<file path="src/rtl/hazard_pkg.sv">
// Shared types for the pipeline hazard controller: controller state and the
// grouped stall/flush vector handed to the pipeline registers.
package hazard_pkg;

    localparam int REG_W_DEF  = 5;
    localparam int PERF_W_DEF = 32;

    typedef enum logic [1:0] {
        RUN       = 2'd0,
        DIV_WAIT  = 2'd1,
        EXC_DRAIN = 2'd2
    } ctrl_state_e;

    // stall[4:0] = {F, D, E, M, W}; flush[3:0] = {D, E, M, W}
    typedef struct packed {
        logic [4:0] stall;
        logic [3:0] flush;
    } stall_flush_t;

endpackage

</file>
<file path="src/rtl/pipe_hazard_ctrl_if.sv">
// Signal bundle between the pipeline datapath (master) and the hazard
// controller (slave).
interface pipe_hazard_ctrl_if #(
    parameter int REG_W  = 5,
    parameter int PERF_W = 32
);
    logic [REG_W-1:0]  rsD, rtD, rtE, writeregE, writeregM;
    logic              branchD, regwriteE, memtoregE, memtoregM;
    logic              div_startE, div_done, i_stall, d_stall, excM, eretM;
    logic              stallF, stallD, stallE, stallM, stallW;
    logic              flushD, flushE, flushM, flushW;
    logic              pc_redirect, pc_sel_epc, div_start, div_cancel;
    logic [PERF_W-1:0] stall_cnt;

    modport master (
        output rsD, rtD, rtE, writeregE, writeregM, branchD, regwriteE,
               memtoregE, memtoregM, div_startE, div_done, i_stall, d_stall,
               excM, eretM,
        input  stallF, stallD, stallE, stallM, stallW, flushD, flushE, flushM,
               flushW, pc_redirect, pc_sel_epc, div_start, div_cancel, stall_cnt
    );

    modport slave (
        input  rsD, rtD, rtE, writeregE, writeregM, branchD, regwriteE,
               memtoregE, memtoregM, div_startE, div_done, i_stall, d_stall,
               excM, eretM,
        output stallF, stallD, stallE, stallM, stallW, flushD, flushE, flushM,
               flushW, pc_redirect, pc_sel_epc, div_start, div_cancel, stall_cnt
    );
endinterface

</file>
<file path="src/rtl/hazard_detect.sv">
// Register-index comparisons for load-use and branch-operand hazards.
module hazard_detect #(
    parameter int REG_W = 5
) (
    input  logic [REG_W-1:0] rsD,
    input  logic [REG_W-1:0] rtD,
    input  logic             branchD,
    input  logic [REG_W-1:0] rtE,
    input  logic [REG_W-1:0] writeregE,
    input  logic             regwriteE,
    input  logic             memtoregE,
    input  logic [REG_W-1:0] writeregM,
    input  logic             memtoregM,
    output logic             lw_stall,
    output logic             br_stall
);
    localparam logic [REG_W-1:0] ZERO_REG = {REG_W{1'b0}};

    logic e_hit_s;
    logic m_hit_s;

    // $0 is hardwired, so a write to it never creates a dependency
    assign lw_stall = memtoregE && (rtE != ZERO_REG) && ((rtE == rsD) || (rtE == rtD));
    assign e_hit_s  = regwriteE && (writeregE != ZERO_REG) &&
                      ((writeregE == rsD) || (writeregE == rtD));
    assign m_hit_s  = memtoregM && (writeregM != ZERO_REG) &&
                      ((writeregM == rsD) || (writeregM == rtD));
    assign br_stall = branchD && (e_hit_s || m_hit_s);

endmodule

</file>
<file path="src/rtl/pipe_hazard_ctrl.sv">
// Central stall/flush sequencer: resolves data hazards, waits on memory and the
// divider, and defers exception flushes until AXI traffic has drained.
module pipe_hazard_ctrl
    import hazard_pkg::*;
#(
    parameter int REG_W  = REG_W_DEF,
    parameter int PERF_W = PERF_W_DEF
) (
    input  logic               clk,
    input  logic               rst,
    pipe_hazard_ctrl_if.slave  bus
);
    localparam stall_flush_t SF_NONE = '{stall: 5'b00000, flush: 4'b0000};

    ctrl_state_e       state_q, state_d;
    logic              eret_q, eret_d;
    logic              pend_q, pend_d;
    logic [PERF_W-1:0] cnt_q, cnt_d;
    stall_flush_t      sf_s;
    logic              redir_s, sel_s, dstart_s, dcancel_s;
    logic              mem_stall_s, lw_stall_s, br_stall_s;

    hazard_detect #(.REG_W(REG_W)) u_detect (
        .rsD       (bus.rsD),
        .rtD       (bus.rtD),
        .branchD   (bus.branchD),
        .rtE       (bus.rtE),
        .writeregE (bus.writeregE),
        .regwriteE (bus.regwriteE),
        .memtoregE (bus.memtoregE),
        .writeregM (bus.writeregM),
        .memtoregM (bus.memtoregM),
        .lw_stall  (lw_stall_s),
        .br_stall  (br_stall_s)
    );

    assign mem_stall_s = bus.i_stall | bus.d_stall;

    // Priority: exception > memory wait > divider wait > data hazard
    always_comb begin
        state_d   = state_q;
        eret_d    = eret_q;
        pend_d    = pend_q;
        sf_s      = SF_NONE;
        redir_s   = 1'b0;
        sel_s     = 1'b0;
        dstart_s  = 1'b0;
        dcancel_s = 1'b0;
        case (state_q)
            RUN, DIV_WAIT: begin
                if (bus.excM) begin
                    dcancel_s = (state_q == DIV_WAIT);
                    pend_d    = 1'b0;
                    if (mem_stall_s) begin
                        sf_s.stall = 5'b11111;
                        eret_d     = bus.eretM;
                        state_d    = EXC_DRAIN;
                    end else begin
                        sf_s.flush = 4'b1111;
                        redir_s    = 1'b1;
                        sel_s      = bus.eretM;
                        state_d    = RUN;
                    end
                end else if (mem_stall_s) begin
                    sf_s.stall = 5'b11111;
                    // a completion seen during a memory wait must not be lost
                    if ((state_q == DIV_WAIT) && bus.div_done) begin
                        pend_d = 1'b1;
                    end else begin
                        pend_d = pend_q;
                    end
                end else if (state_q == DIV_WAIT) begin
                    if (bus.div_done || pend_q) begin
                        pend_d  = 1'b0;
                        state_d = RUN;
                    end else begin
                        sf_s.stall = 5'b11100;
                        sf_s.flush = 4'b0010;
                    end
                end else if (bus.div_startE) begin
                    // the divide must stay in E until its result is ready
                    dstart_s   = 1'b1;
                    sf_s.stall = 5'b11100;
                    sf_s.flush = 4'b0010;
                    state_d    = DIV_WAIT;
                end else if (lw_stall_s || br_stall_s) begin
                    sf_s.stall = 5'b11000;
                    sf_s.flush = 4'b0100;
                end else begin
                    sf_s = SF_NONE;
                end
            end
            EXC_DRAIN: begin
                if (mem_stall_s) begin
                    sf_s.stall = 5'b11111;
                end else begin
                    sf_s.flush = 4'b1111;
                    redir_s    = 1'b1;
                    sel_s      = eret_q;
                    state_d    = RUN;
                end
            end
            default: begin
                state_d = RUN;
            end
        endcase
    end

    assign cnt_d = bus.stallF ? (cnt_q + {{(PERF_W-1){1'b0}}, 1'b1}) : cnt_q;

    // State, latched ERET flag, pending divider completion and stall counter
    always_ff @(posedge clk) begin
        if (rst) begin
            state_q <= RUN;
            eret_q  <= 1'b0;
            pend_q  <= 1'b0;
            cnt_q   <= {PERF_W{1'b0}};
        end else begin
            state_q <= state_d;
            eret_q  <= eret_d;
            pend_q  <= pend_d;
            cnt_q   <= cnt_d;
        end
    end

    assign bus.stallF      = ~rst & sf_s.stall[4];
    assign bus.stallD      = ~rst & sf_s.stall[3];
    assign bus.stallE      = ~rst & sf_s.stall[2];
    assign bus.stallM      = ~rst & sf_s.stall[1];
    assign bus.stallW      = ~rst & sf_s.stall[0];
    assign bus.flushD      = ~rst & sf_s.flush[3];
    assign bus.flushE      = ~rst & sf_s.flush[2];
    assign bus.flushM      = ~rst & sf_s.flush[1];
    assign bus.flushW      = ~rst & sf_s.flush[0];
    assign bus.pc_redirect = ~rst & redir_s;
    assign bus.pc_sel_epc  = ~rst & sel_s;
    assign bus.div_start   = ~rst & dstart_s;
    assign bus.div_cancel  = ~rst & dcancel_s;
    assign bus.stall_cnt   = cnt_q;

endmodule

</file>
<file path="src/flat_wrapper.sv">
// flat-port wrapper written by rule: the top's interface ports become plain ports
module pipe_hazard_ctrl_flat import hazard_pkg::*;
#(
    parameter int REG_W  = REG_W_DEF,
    parameter int PERF_W = PERF_W_DEF
)
  (clk, rst, bus_rsD, bus_rtD, bus_rtE, bus_writeregE, bus_writeregM, bus_branchD, bus_regwriteE, bus_memtoregE, bus_memtoregM, bus_div_startE, bus_div_done, bus_i_stall, bus_d_stall, bus_excM, bus_eretM, bus_stallF, bus_stallD, bus_stallE, bus_stallM, bus_stallW, bus_flushD, bus_flushE, bus_flushM, bus_flushW, bus_pc_redirect, bus_pc_sel_epc, bus_div_start, bus_div_cancel, bus_stall_cnt);
  pipe_hazard_ctrl_if #(.REG_W(REG_W), .PERF_W(PERF_W)) bus_i ();
  input  logic clk;
  input  logic rst;
  input wire logic [$bits(bus_i.rsD)-1:0] bus_rsD;
  input wire logic [$bits(bus_i.rtD)-1:0] bus_rtD;
  input wire logic [$bits(bus_i.rtE)-1:0] bus_rtE;
  input wire logic [$bits(bus_i.writeregE)-1:0] bus_writeregE;
  input wire logic [$bits(bus_i.writeregM)-1:0] bus_writeregM;
  input wire logic [$bits(bus_i.branchD)-1:0] bus_branchD;
  input wire logic [$bits(bus_i.regwriteE)-1:0] bus_regwriteE;
  input wire logic [$bits(bus_i.memtoregE)-1:0] bus_memtoregE;
  input wire logic [$bits(bus_i.memtoregM)-1:0] bus_memtoregM;
  input wire logic [$bits(bus_i.div_startE)-1:0] bus_div_startE;
  input wire logic [$bits(bus_i.div_done)-1:0] bus_div_done;
  input wire logic [$bits(bus_i.i_stall)-1:0] bus_i_stall;
  input wire logic [$bits(bus_i.d_stall)-1:0] bus_d_stall;
  input wire logic [$bits(bus_i.excM)-1:0] bus_excM;
  input wire logic [$bits(bus_i.eretM)-1:0] bus_eretM;
  output wire logic [$bits(bus_i.stallF)-1:0] bus_stallF;
  output wire logic [$bits(bus_i.stallD)-1:0] bus_stallD;
  output wire logic [$bits(bus_i.stallE)-1:0] bus_stallE;
  output wire logic [$bits(bus_i.stallM)-1:0] bus_stallM;
  output wire logic [$bits(bus_i.stallW)-1:0] bus_stallW;
  output wire logic [$bits(bus_i.flushD)-1:0] bus_flushD;
  output wire logic [$bits(bus_i.flushE)-1:0] bus_flushE;
  output wire logic [$bits(bus_i.flushM)-1:0] bus_flushM;
  output wire logic [$bits(bus_i.flushW)-1:0] bus_flushW;
  output wire logic [$bits(bus_i.pc_redirect)-1:0] bus_pc_redirect;
  output wire logic [$bits(bus_i.pc_sel_epc)-1:0] bus_pc_sel_epc;
  output wire logic [$bits(bus_i.div_start)-1:0] bus_div_start;
  output wire logic [$bits(bus_i.div_cancel)-1:0] bus_div_cancel;
  output wire logic [$bits(bus_i.stall_cnt)-1:0] bus_stall_cnt;
  assign bus_i.rsD = bus_rsD;
  assign bus_i.rtD = bus_rtD;
  assign bus_i.rtE = bus_rtE;
  assign bus_i.writeregE = bus_writeregE;
  assign bus_i.writeregM = bus_writeregM;
  assign bus_i.branchD = bus_branchD;
  assign bus_i.regwriteE = bus_regwriteE;
  assign bus_i.memtoregE = bus_memtoregE;
  assign bus_i.memtoregM = bus_memtoregM;
  assign bus_i.div_startE = bus_div_startE;
  assign bus_i.div_done = bus_div_done;
  assign bus_i.i_stall = bus_i_stall;
  assign bus_i.d_stall = bus_d_stall;
  assign bus_i.excM = bus_excM;
  assign bus_i.eretM = bus_eretM;
  assign bus_stallF = bus_i.stallF;
  assign bus_stallD = bus_i.stallD;
  assign bus_stallE = bus_i.stallE;
  assign bus_stallM = bus_i.stallM;
  assign bus_stallW = bus_i.stallW;
  assign bus_flushD = bus_i.flushD;
  assign bus_flushE = bus_i.flushE;
  assign bus_flushM = bus_i.flushM;
  assign bus_flushW = bus_i.flushW;
  assign bus_pc_redirect = bus_i.pc_redirect;
  assign bus_pc_sel_epc = bus_i.pc_sel_epc;
  assign bus_div_start = bus_i.div_start;
  assign bus_div_cancel = bus_i.div_cancel;
  assign bus_stall_cnt = bus_i.stall_cnt;
  pipe_hazard_ctrl #(.REG_W(REG_W), .PERF_W(PERF_W)) u_core (.clk(clk), .rst(rst), .bus(bus_i));
endmodule
</file>
<file path="config.mk">
export PLATFORM = sky130hd
export DESIGN_NAME = pipe_hazard_ctrl_flat
export DESIGN_NICKNAME = d
export VERILOG_FILES = /design/src/rtl/hazard_pkg.sv /design/src/rtl/pipe_hazard_ctrl_if.sv /design/src/rtl/hazard_detect.sv /design/src/rtl/pipe_hazard_ctrl.sv /design/src/flat_wrapper.sv
export SDC_FILE = /design/constraint.sdc
export NUM_CORES = 1
export LEC_CHECK = 0
export BUFFER_PORTS_ARGS = -buffer_cell sky130_fd_sc_hd__buf_2
export CAP_MARGIN = 20
export CORE_MARGIN = 8
export CORE_UTILIZATION = 47
export CTS_BUF_LIST = sky130_fd_sc_hd__clkbuf_4
export CTS_CLUSTER_DIAMETER = 100
export CTS_CLUSTER_SIZE = 16
export DETAILED_ROUTE_END_ITERATION = 6
export GPL_ROUTABILITY_DRIVEN = 0
export PLACE_DENSITY = 0.89
export SYNTH_ARGS = -nofsm -noshare
export SYNTH_HDL_FRONTEND = slang
export SYNTH_HIERARCHICAL = 1
export SYNTH_SLANG_ARGS = --single-unit
</file>
<file path="constraint.sdc">
create_clock -name clk -period 2 [get_ports clk]
set_input_delay 0.2 -clock clk [delete_from_list [all_inputs] [get_ports clk]]
set_output_delay 0.2 -clock clk [all_outputs]
set_load 0.02 [all_outputs]
</file>
==> metrics.log, run 1 <==
INFO  metric synth_seq_cells = 36
INFO  metric synthesis_to_layout_area_growth = 42.4%
INFO  metric report.final.slew_viol_count = 0
INFO  metric syn_area = 2310 um^2
INFO  metric reg2regPathDepth = 7
INFO  metric element_type_at_the_critical_path_start = input pin
INFO  metric cp-endpoint = bus_stallF
INFO  metric final.setup_skew = 0.0142 ns
INFO  metric sequential_area_share_after_synthesis = 0.313
INFO  metric die_width = 86.0 um
INFO  metric number_of_flops_mapped_to_enable_cells_by_yosys = 0
INFO  metric worst_ir_drop_vdd = 330 uV
INFO  metric worst-r2r-setup-slack = 0.03 ns
INFO  metric max_freq = about 0.48 GHz
INFO  metric multiInputGateArea = roughly 1600 um^2
INFO  metric postSynth.asyncResetShare = 0
INFO  metric first_global_vias = between 2000 and 3000
INFO  metric min_period_over_period = 1.04
INFO  metric grt_pass1_wl = ~12000 um
INFO  metric synthDistinctLibCells = 44
INFO  metric htreeDepth = 2
INFO  metric p_sw_frac = 0.305
INFO  metric power.static_leakage = between 0.001 and 0.0015 uW
INFO  metric fin_area = 3280 um^2
INFO  metric grt_use_total = 0.197
INFO  metric io-pin-count = 82
INFO  metric final_core_utilization = 0.695
INFO  metric dr_drc_count = 0
INFO  metric reg_area = 723 um^2
INFO  metric critPathCaptureType = output pin
INFO  metric iteration_0_drc_count_of_the_detailed_router = around 160
INFO  metric post_drt_wl_per_cell = 16.4 um
INFO  metric number_of_maximum_capacitance_violations = 0
INFO  metric path_cells = buf_8, or4_4, o211ai_1, o22ai_2, nor2_2, o21ai_2, o21ai_2, nor2_4, buf_6
INFO  metric tightest_slew = just over 0.5 ns
INFO  metric post_drt_via_cell_ratio = 5.90
INFO  metric tritoncts = done
INFO  metric critPathLaunch = bus_writeregE[3]
INFO  metric yosys-top-cells-count = sky130_fd_sc_hd__dfxtp_1 (36), sky130_fd_sc_hd__xor2_1 (32), sky130_fd_sc_hd__a21oi_1 (29)
INFO  metric cts-root-buf = sky130_fd_sc_hd__clkbuf_4
INFO  metric predominant_post_synthesis_flop_cell = sky130_fd_sc_hd__dfxtp_1
INFO  metric cts_max_path_buffers = 2
INFO  metric worst_slack = -0.0888 ns
INFO  metric post_route_cells_drive_above_1_share = 0.393
INFO  metric dr_total_vias = 2784
INFO  metric grt_setup_unrepaired = true
INFO  metric antenna_found_initial = 0
INFO  metric critical_path.reg2reg.endpoint = u_core/bus.stall_cnt[1]
INFO  metric power_report.internal_total = 1040 uW
INFO  metric crit_fanout = 2
INFO  metric critical_path.slowest_cell = sky130_fd_sc_hd__or4_4
INFO  metric criticalPathCategory = in -> out
INFO  metric filler_cell_count = 376
INFO  metric die_footprint = 7400 um^2
INFO  metric fin_nets = 443
INFO  metric r2r-start = u_core/state_q[0]
INFO  metric path_common_cell = sky130_fd_sc_hd__o21ai_2
INFO  metric most_common_cell_in_the_synthesized_netlist = sky130_fd_sc_hd__dfxtp_1
INFO  metric timing.hold.ws = 0.104 ns
INFO  metric mean_post_synth_cell_area = roughly 8.1 um^2
INFO  metric dp_slack = -0.370 ns
INFO  metric dp_hpwl = approximately 5700 um
INFO  metric outcome = complete, but fails checks
INFO  metric cp_slowest_stage_delay = approximately 0.53 ns
INFO  metric gate_power_share = 0.257
INFO  metric num_rows = 25
INFO  metric fp.dieH = 86.0 um
INFO  metric p_clk_frac = 0.252
INFO  metric failing_checks = negative setup slack
INFO  metric port_buffers = slightly above 80
INFO  metric drtPass1Iterations = 4
INFO  metric placed_cell_area = 3030 um^2
INFO  metric most_area_hungry_cell_type_in_the_yosys_netlist = sky130_fd_sc_hd__dfxtp_1
INFO  metric yosys-top-cells-area = sky130_fd_sc_hd__dfxtp_1 (31%), sky130_fd_sc_hd__xor2_1 (12%), sky130_fd_sc_hd__a21oi_1 (6.3%)
INFO  metric report.final.hold_viol_count = 0
INFO  metric post_synth_inst_count = about 290
INFO  metric sequentialPowerShare = 0.491
INFO  metric overflow = 0
INFO  metric tritoncts_num_sinks = 36
INFO  metric power_density = 457 nW/um^2
INFO  metric antennaDiodeCount = 0
INFO  metric maximum_number_of_pins_on_one_net_before_global_route_repair = 39
INFO  metric setup_violations = 12
INFO  metric netlist.area_leader.share = 0.313
INFO  metric core_area = 4720 um^2
INFO  metric max-slew-margin-rel = 0.660
INFO  metric total_power_of_the_final_layout = 1500 uW
INFO  metric synthesis.yosys.warnings = 6
INFO  metric detail-route-antenna-nets = 0
INFO  metric cp.arrival = 1.89 ns
INFO  metric syn_nets = roughly 320
INFO  metric drt-total-wl = 7750 um
INFO  metric crit_required = 1.80 ns
INFO  metric worstSkewPairLatency = 0.34 ns
INFO  metric power.net_switching = 457 uW
INFO  metric post-route-min-period = 2.09 ns
INFO  metric clk_transition_reported_paths = 0.11 ns
INFO  metric floorplan.initialDensity = 0.488
INFO  metric hold_class = in -> reg
INFO  metric numCtsBuffers = 5
## area by class of cell
cell class	count	area share
well taps	67	0.0255
clock inverters	1	0.00152
multi-input cells	235	0.489
clock buffers	6	0.0137
inverters	3	0.00343
repair buffers	124	0.246
flip-flops and latches	36	0.220
## power by group through the flow
| stage | registers [uW] | logic (uW) | clock network [uW] |
|---|---|---|---|
| after detailed placement | 753 | 337 | 0 |
| after global routing | 739 | 411 | 419 |
| after floorplan | 769 | 164 | 0 |
| final | 737 | 385 | 378 |
| after CTS | 737 | 365 | 387 |
| after global placement | 753 | 324 | 0 |
## state kept, by name, summed over array words and instances, names as in the netlist
signal                flops
u_core/eret_q             1
u_core/pend_q             1
u_core/state_q            2
u_core/bus.stall_cnt     32
## worst max-delay path, delay by kind of cell
family | cells | cell delay, ns
AOI/OAI and AO/OA | 4 | 0.71
buffers and inverters | 2 | 0.24
and+or+nand+nor | 3 | 0.75
## repair_timing
item                       4_1_cts  5_1_grt
setup endpoints to repair        4       40
hold buffers                     0        0
pin swaps                       20       21
resized for setup               21       24
buffers inserted                 5        4
## metrics by stage
step	cells	TNS, ns
floorplan	286	-0.0483
global placement	458	-5.03
detailed placement	458	-9.05
CTS	469	-0.495
global route	472	-3.54
finish	472	-0.548
## worst min-delay path by stage
stage,from,endpoint,slack (ns),cells past startpoint
2_1_floorplan,bus_eretM,u_core/eret_q,0.34,2
3_3_place_gp,u_core/bus.stall_cnt[31],u_core/bus.stall_cnt[31],0.46,2
3_5_place_dp,u_core/bus.stall_cnt[31],u_core/bus.stall_cnt[31],0.47,2
4_1_cts,bus_eretM,u_core/eret_q,0.1,3
5_1_grt,bus_eretM,u_core/eret_q,0.08,3
6_report,bus_eretM,u_core/eret_q,0.10,3
## layout by cell type, fill, tap and decap left out, drive strengths merged, types with 2 or more instances in the layout
master     n
clkbuf     6
a22oi      3
o31ai      9
nand4      9
a21oi     29
nor2      23
o2111ai    5
xor2      32
dfxtp     36
or4       12
a211oi     2
nand2     13
o211ai     4
buf      124
or3       17
and2       5
and4       3
xnor2      5
inv        3
nor4       3
o21ai     20
nand3     12
nor3      12
nor2b      2
## routing by layer
metal  wire length, um  global-route usage  vias to the layer above  part of all wire
li1                  -                   -                     1312                 -
met4               219              0.0892                        0             0.028
met2              4060               0.351                      116              0.52
met5                 0                   0                        -                 0
met3               553              0.0535                       23             0.071
met1              2910               0.209                     1333              0.38
## cell families (layout without fill, tap and decap cells)
kind of cell | count (synthesis) | count (layout) | synth area share
AO/OA/AOI/OAI | 78 | 78 | 0.215
flip-flops | 36 | 36 | 0.313
AND/OR/NAND/NOR | 117 | 117 | 0.282
adder cells (fa/ha/maj) | 1 | 1 | 0.00543
multiplexers | 2 | 2 | 0.0109
buffers and inverters | 15 | 134 | 0.0342
XOR/XNOR | 37 | 37 | 0.141
Note: power is estimated with default switching activity, not from simulation.
==> run 2, diff against run 1 <==
- CORE_UTILIZATION: 47 -> 48
- SYNTH_HIERARCHICAL: 1 -> not set
==> metrics.log, run 2 <==
INFO  metric die_footprint = 7780 um^2
INFO  metric fp.dieH = 88.2 um
INFO  metric synthesis.yosys.warnings = 0
INFO  metric power.net_switching = 522 uW
INFO  metric postSynth.asyncResetShare = 0
INFO  metric reg_area = ~740 um^2
INFO  metric min_period_over_period = 1.13
INFO  metric critPathLaunch = u_core.pend_q
INFO  metric final.setup_skew = 0.0196 ns
INFO  metric floorplan.initialDensity = 0.493
INFO  metric filler_cell_count = 316
INFO  metric path_cells = or3_4, a31oi_4, buf_6, o21a_4, buf_12, o2111ai_4, or4_1, a21oi_1
INFO  metric overflow = 0
INFO  metric report.final.slew_viol_count = 0
INFO  metric synth_seq_cells = 36
INFO  metric layout.cells.most_common = sky130_fd_sc_hd__buf_2
INFO  metric dr_drc_count = 0
INFO  metric drt-total-wl = 10700 um
INFO  metric first_global_vias = a little under 3000
INFO  metric htreeDepth = 2
INFO  metric criticalPathCategory = reg -> reg
INFO  metric grt_setup_unrepaired = true
INFO  metric p_sw_frac = 0.338
INFO  metric outcome = complete, but fails checks
INFO  metric power.static_leakage = approximately 0.0017 uW
INFO  metric num_rows = 26
INFO  metric antennaDiodeCount = 0
INFO  metric synthesis_to_layout_area_growth = 55.6%
INFO  metric grt_use_total = 0.230
INFO  metric post_synth_inst_count = around 300
INFO  metric tritoncts_num_sinks = 36
INFO  metric netlist.area_leader.share = 0.288
INFO  metric holdCritStartpoint = bus_eretM
INFO  metric cts_max_path_buffers = 2
INFO  metric cp.arrival = 2.55 ns
INFO  metric maximum_number_of_pins_on_one_net_before_global_route_repair = 37
INFO  metric cp_slowest_stage_delay = 0.47 ns
INFO  metric worstSkewPairLatency = between 0.3 and 0.4 ns
INFO  metric post_route_cells_drive_above_1_share = 0.510
INFO  metric critical_path.slowest_cell = sky130_fd_sc_hd__or4_1
INFO  metric sequentialPowerShare = 0.477
INFO  metric tritoncts = done
INFO  metric fin_nets = 477
INFO  metric port_buffers = 81
INFO  metric total_power_of_the_final_layout = 1540 uW
INFO  metric power_report.internal_total = 1020 uW
INFO  metric hold_class = in -> reg
INFO  metric gate_power_share = 0.265
INFO  metric predominant_post_synthesis_flop_cell = sky130_fd_sc_hd__dfxtp_1
INFO  metric most_common_cell_in_the_synthesized_netlist = sky130_fd_sc_hd__dfxtp_1
INFO  metric mean_post_synth_cell_area = 8.31 um^2
INFO  metric die_width = around 88 um
INFO  metric post-route-min-period = around 2.3 ns
INFO  metric p_clk_frac = 0.258
INFO  metric yosys-top-cells-count = sky130_fd_sc_hd__dfxtp_1 (36), sky130_fd_sc_hd__xor2_1 (31), sky130_fd_sc_hd__nor2_1 (27)
INFO  metric cts-hold-fix-buffers = 0
INFO  metric antenna_found_initial = 0
INFO  metric cts-root-buf = sky130_fd_sc_hd__clkbuf_4
INFO  metric sequential_area_share_after_synthesis = 0.288
INFO  metric crit_required = roughly 2.3 ns
INFO  metric syn_nets = around 340
INFO  metric grt_pass1_wl = ~14000 um
INFO  metric setup_violations = 34
INFO  metric worst_ir_drop_vdd = 397 uV
INFO  metric crit_family = simple AND/OR/NAND/NOR gates
INFO  metric crit_fanout = 5
INFO  metric core_area = roughly 5100 um^2
INFO  metric report.final.hold_viol_count = 0
INFO  metric dp_hpwl = between 5000 and 6000 um
INFO  metric syn_area = 2500 um^2
INFO  metric final_core_utilization = 0.767
INFO  metric clk_transition_reported_paths = 0.13 ns
INFO  metric power_density = 397 nW/um^2
INFO  metric multiInputGateArea = 1980 um^2
INFO  metric yosys-top-cells-area = sky130_fd_sc_hd__dfxtp_1 (29%), sky130_fd_sc_hd__xor2_1 (11%), sky130_fd_sc_hd__a21oi_1 (4.8%)
INFO  metric tightest_slew = 0.555 ns
INFO  metric number_of_flops_mapped_to_enable_cells_by_yosys = 0
INFO  metric number_of_flip_flops_under_the_largest_register_name = 32
INFO  metric iteration_0_drc_count_of_the_detailed_router = 278
INFO  metric max_freq = between 0.4 and 0.5 GHz
INFO  metric r2r-start = u_core.pend_q
INFO  metric post_drt_via_cell_ratio = 6.23
INFO  metric max-slew-margin-rel = 0.626
INFO  metric failing_checks = negative setup slack
INFO  metric detail-route-antenna-nets = 0
INFO  metric most_area_hungry_cell_type_in_the_yosys_netlist = sky130_fd_sc_hd__dfxtp_1
INFO  metric element_type_at_the_critical_path_start = flop
INFO  metric worst_slack = -0.251 ns
INFO  metric critPathCaptureType = flop
INFO  metric drtPass1Iterations = 5
INFO  metric io-pin-count = between 80 and 90
INFO  metric dr_total_vias = 3170
INFO  metric mostFrequentLayoutCells = sky130_fd_sc_hd__buf_2 (79), sky130_fd_sc_hd__buf_4 (47), sky130_fd_sc_hd__xor2_1 (31)
INFO  metric post_drt_wl_per_cell = 21.0 um
INFO  metric synthDistinctLibCells = 56
INFO  metric number_of_maximum_capacitance_violations = 0
INFO  metric worstPathBufferInverterCount = 2
INFO  metric numCtsBuffers = 5
run 2: worst reg2reg max path, cell delays in order, from the launching register on:
cell                        delay (ns)
sky130_fd_sc_hd__dfxtp_2          0.36
sky130_fd_sc_hd__or3_4            0.38
sky130_fd_sc_hd__a31oi_4          0.17
sky130_fd_sc_hd__buf_6            0.12
sky130_fd_sc_hd__o21a_4           0.19
sky130_fd_sc_hd__buf_12           0.13
sky130_fd_sc_hd__o2111ai_4        0.16
sky130_fd_sc_hd__or4_1            0.47
sky130_fd_sc_hd__a21oi_1          0.19
run 2: path summary, 6_finish.rpt:
check / end / slack [ns] / cells after the start
min reg2reg: u_core.eret_q / 0.52 / 2
min: u_core.eret_q / 0.12 / 3
max reg2reg: u_core.bus.stall_cnt[18] / -0.25 / 8
max: u_core.bus.stall_cnt[18] / -0.25 / 8
run 2: per-stage QoR:
step,instance area (um^2),worst slack (ns),TNS [ns],hold slack (ns),std cells
floorplan,2540,0.00000622,0,0.347,301
global placement,3220,-0.154,-2.45,0.447,475
detailed placement,3220,-0.205,-3.93,0.475,475
CTS,3590,-0.171,-1.62,0.106,498
global route,3890,-0.335,-6.57,0.0922,509
finish,3890,-0.251,-4.62,0.117,509
run 2: cell families (layout without fill, tap and decap cells):
family | count (synthesis) | after routing | share of synthesized area
fa+ha+maj | 1 | 1 | 0.00500
mux | 11 | 11 | 0.0550
flops | 36 | 36 | 0.288
xor+xnor | 34 | 34 | 0.119
buf+inv | 22 | 160 | 0.0470
simple gates | 132 | 132 | 0.304
compound gates | 65 | 65 | 0.183
run 2: power groups by stage:
stage                     Clock (uW)  Sequential (uW)  Combinational [uW]
after CTS                        379              733                 351
after global placement             0              749                 286
after floorplan                    0              756                 162
final                            398              737                 410
after detailed placement           0              749                 298
after global routing             436              737                 431
run 2: cell type report:
cell class	instances	area share
Tap cell	70	0.0225
Multi-Input combinational cell	243	0.509
Clock inverter	2	0.00193
Sequential cell	36	0.190
Inverter	7	0.00739
Timing Repair Buffer	146	0.260
Clock buffer	5	0.00964
run 2: what timing repair did:
item / in CTS / in global routing
resized for setup: 42 / 45
gates cloned: 2 / 1
pin swaps: 21 / 27
setup buffers: 14 / 10
hold endpoints to repair: 0 / 0
endpoints found under the setup margin: 34 / 38
run 2: routing by layer:
| metal | vias up | track usage | wire, um |
|---|---|---|---|
| met3 | 78 | 0.0647 | 1040 |
| met1 | 1481 | 0.243 | 3790 |
| met2 | 248 | 0.399 | 5100 |
| li1 | 1363 | - | - |
| met4 | 0 | 0.135 | 755 |
| met5 | - | 0 | 0 |
==> run 3, diff against run 2 <==
- SKIP_CTS_REPAIR_TIMING: not set -> 1
==> metrics.log, run 3 (synthesis gave the netlist of run 2 again) <==
INFO  metric max_freq = 0.429 GHz
INFO  metric die_width = 88.2 um
INFO  metric synthesis_to_layout_area_growth = 49.6%
INFO  metric core_area = 5070 um^2
INFO  metric floorplan.initialDensity = 0.493
INFO  metric fin_nets = 474
INFO  metric post-route-min-period = 2.33 ns
INFO  metric antenna_found_initial = 0
INFO  metric fp.dieH = between 80 and 90 um
INFO  metric failing_checks = negative setup slack
INFO  metric first_global_vias = 2644
INFO  metric report.final.hold_viol_count = 0
INFO  metric drtPass1Iterations = 6
INFO  metric worst_ir_drop_vdd = 418 uV
INFO  metric worst_slack = -0.330 ns
INFO  metric final.setup_skew = 0.0138 ns
INFO  metric drt-total-wl = 9660 um
INFO  metric dp_hpwl = 5760 um
INFO  metric crit_required = 2.28 ns
INFO  metric maximum_number_of_pins_on_one_net_before_global_route_repair = 37
INFO  metric power_density = 402 nW/um^2
INFO  metric total_power_of_the_final_layout = 1510 uW
INFO  metric placed_cell_area = 3220 um^2
INFO  metric num_rows = 26
INFO  metric outcome = complete, but fails checks
INFO  metric cp.arrival = 2.61 ns
INFO  metric element_type_at_the_critical_path_start = flop
INFO  metric fin_area = 3740 um^2
INFO  metric crit_fanout = 5
INFO  metric filler_cell_count = 359
INFO  metric port_buffers = 81
INFO  metric dr_drc_count = 0
INFO  metric tritoncts_num_sinks = 36
INFO  metric layout.cells.most_common = sky130_fd_sc_hd__buf_2
INFO  metric cts-root-buf = sky130_fd_sc_hd__clkbuf_4
INFO  metric post_drt_via_cell_ratio = 5.92
INFO  metric numCtsBuffers = 5
INFO  metric die_footprint = 7780 um^2
INFO  metric cts_max_path_buffers = 2
INFO  metric dp_slack = -0.205 ns
INFO  metric tritoncts = done
INFO  metric antennaDiodeCount = 0
INFO  metric tightest_slew = 0.480 ns
INFO  metric grt_setup_unrepaired = true
INFO  metric report.final.slew_viol_count = 0
INFO  metric hold_class = in -> reg
INFO  metric number_of_maximum_capacitance_violations = 0
INFO  metric min_period_over_period = 1.17
INFO  metric criticalPathCategory = reg -> reg
INFO  metric iteration_0_drc_count_of_the_detailed_router = ~230
INFO  metric power.static_leakage = 0.00161 uW
INFO  metric max-slew-margin-rel = 0.680
INFO  metric overflow = 0
INFO  metric worstSkewPairLatency = 0.37 ns
INFO  metric number_of_flip_flops_under_the_largest_register_name = 32
INFO  metric htreeDepth = 2
INFO  metric mostFrequentLayoutCells = sky130_fd_sc_hd__buf_2 (75), sky130_fd_sc_hd__buf_4 (54), sky130_fd_sc_hd__xor2_1 (31)
INFO  metric dr_total_vias = 2995
INFO  metric grt_pass1_wl = 11500 um
INFO  metric critPathCaptureType = flop
INFO  metric grt_use_total = 0.186
INFO  metric multiInputGateArea = 1890 um^2
INFO  metric post_drt_wl_per_cell = 19.1 um
INFO  metric clk_transition_reported_paths = 0.12 ns
INFO  metric setup_violations = 31
INFO  metric io-pin-count = 82
INFO  metric detail-route-antenna-nets = 0
INFO  metric post_route_cells_drive_above_1_share = 0.479
INFO  metric reg_area = between 700 and 800 um^2
run 3: area by class of cell:
class / count / area share
clock buffer: 5 / 0.0100
clock inverter: 2 / 0.00201
inverter: 7 / 0.00836
multi-input combinational: 243 / 0.504
sequential: 36 / 0.197
tap: 70 / 0.0234
timing repair buffer: 143 / 0.255
run 3: worst max-delay path, cell delays in order, from the launching register on:
cell,delay [ns]
sky130_fd_sc_hd__dfxtp_1,0.35
sky130_fd_sc_hd__or3_1,0.38
sky130_fd_sc_hd__a31oi_1,0.24
sky130_fd_sc_hd__o21a_2,0.28
sky130_fd_sc_hd__buf_6,0.14
sky130_fd_sc_hd__o2111ai_4,0.14
sky130_fd_sc_hd__or4_1,0.49
sky130_fd_sc_hd__a21oi_1,0.21
run 3: path summary, 6_finish.rpt:
check | startpoint | endpoint | slack (ns) | depth (start not counted)
worst max-delay path | u_core.pend_q | u_core.bus.stall_cnt[18] | -0.33 | 7
worst min-delay path | bus_eretM | u_core.eret_q | 0.11 | 3
worst max register to register | u_core.pend_q | u_core.bus.stall_cnt[18] | -0.33 | 7
worst min register to register | u_core.eret_q | u_core.eret_q | 0.52 | 2
run 3: routing by layer:
metal	up-vias	global-route usage	wire length, um
met5	-	0	0
met4	0	0.0722	422
met3	49	0.0413	746
met2	158	0.340	4870
met1	1427	0.200	3620
li1	1361	-	-
run 3: stage by stage:
stage	std cells	hold slack, ns	TNS, ns	util
after floorplan	301	0.347	0	-
after global placement	475	0.447	-2.45	0.635
after detailed placement	475	0.475	-3.93	0.635
after CTS	482	0.106	-4.31	0.644
after global routing	506	0.0899	-6.48	0.737
final	506	0.106	-5.10	0.737
run 3: where the power goes:
part / switching [uW] / internal (uW)
logic: 220 / 168
registers: 12.4 / 724
clock network: 259 / 123
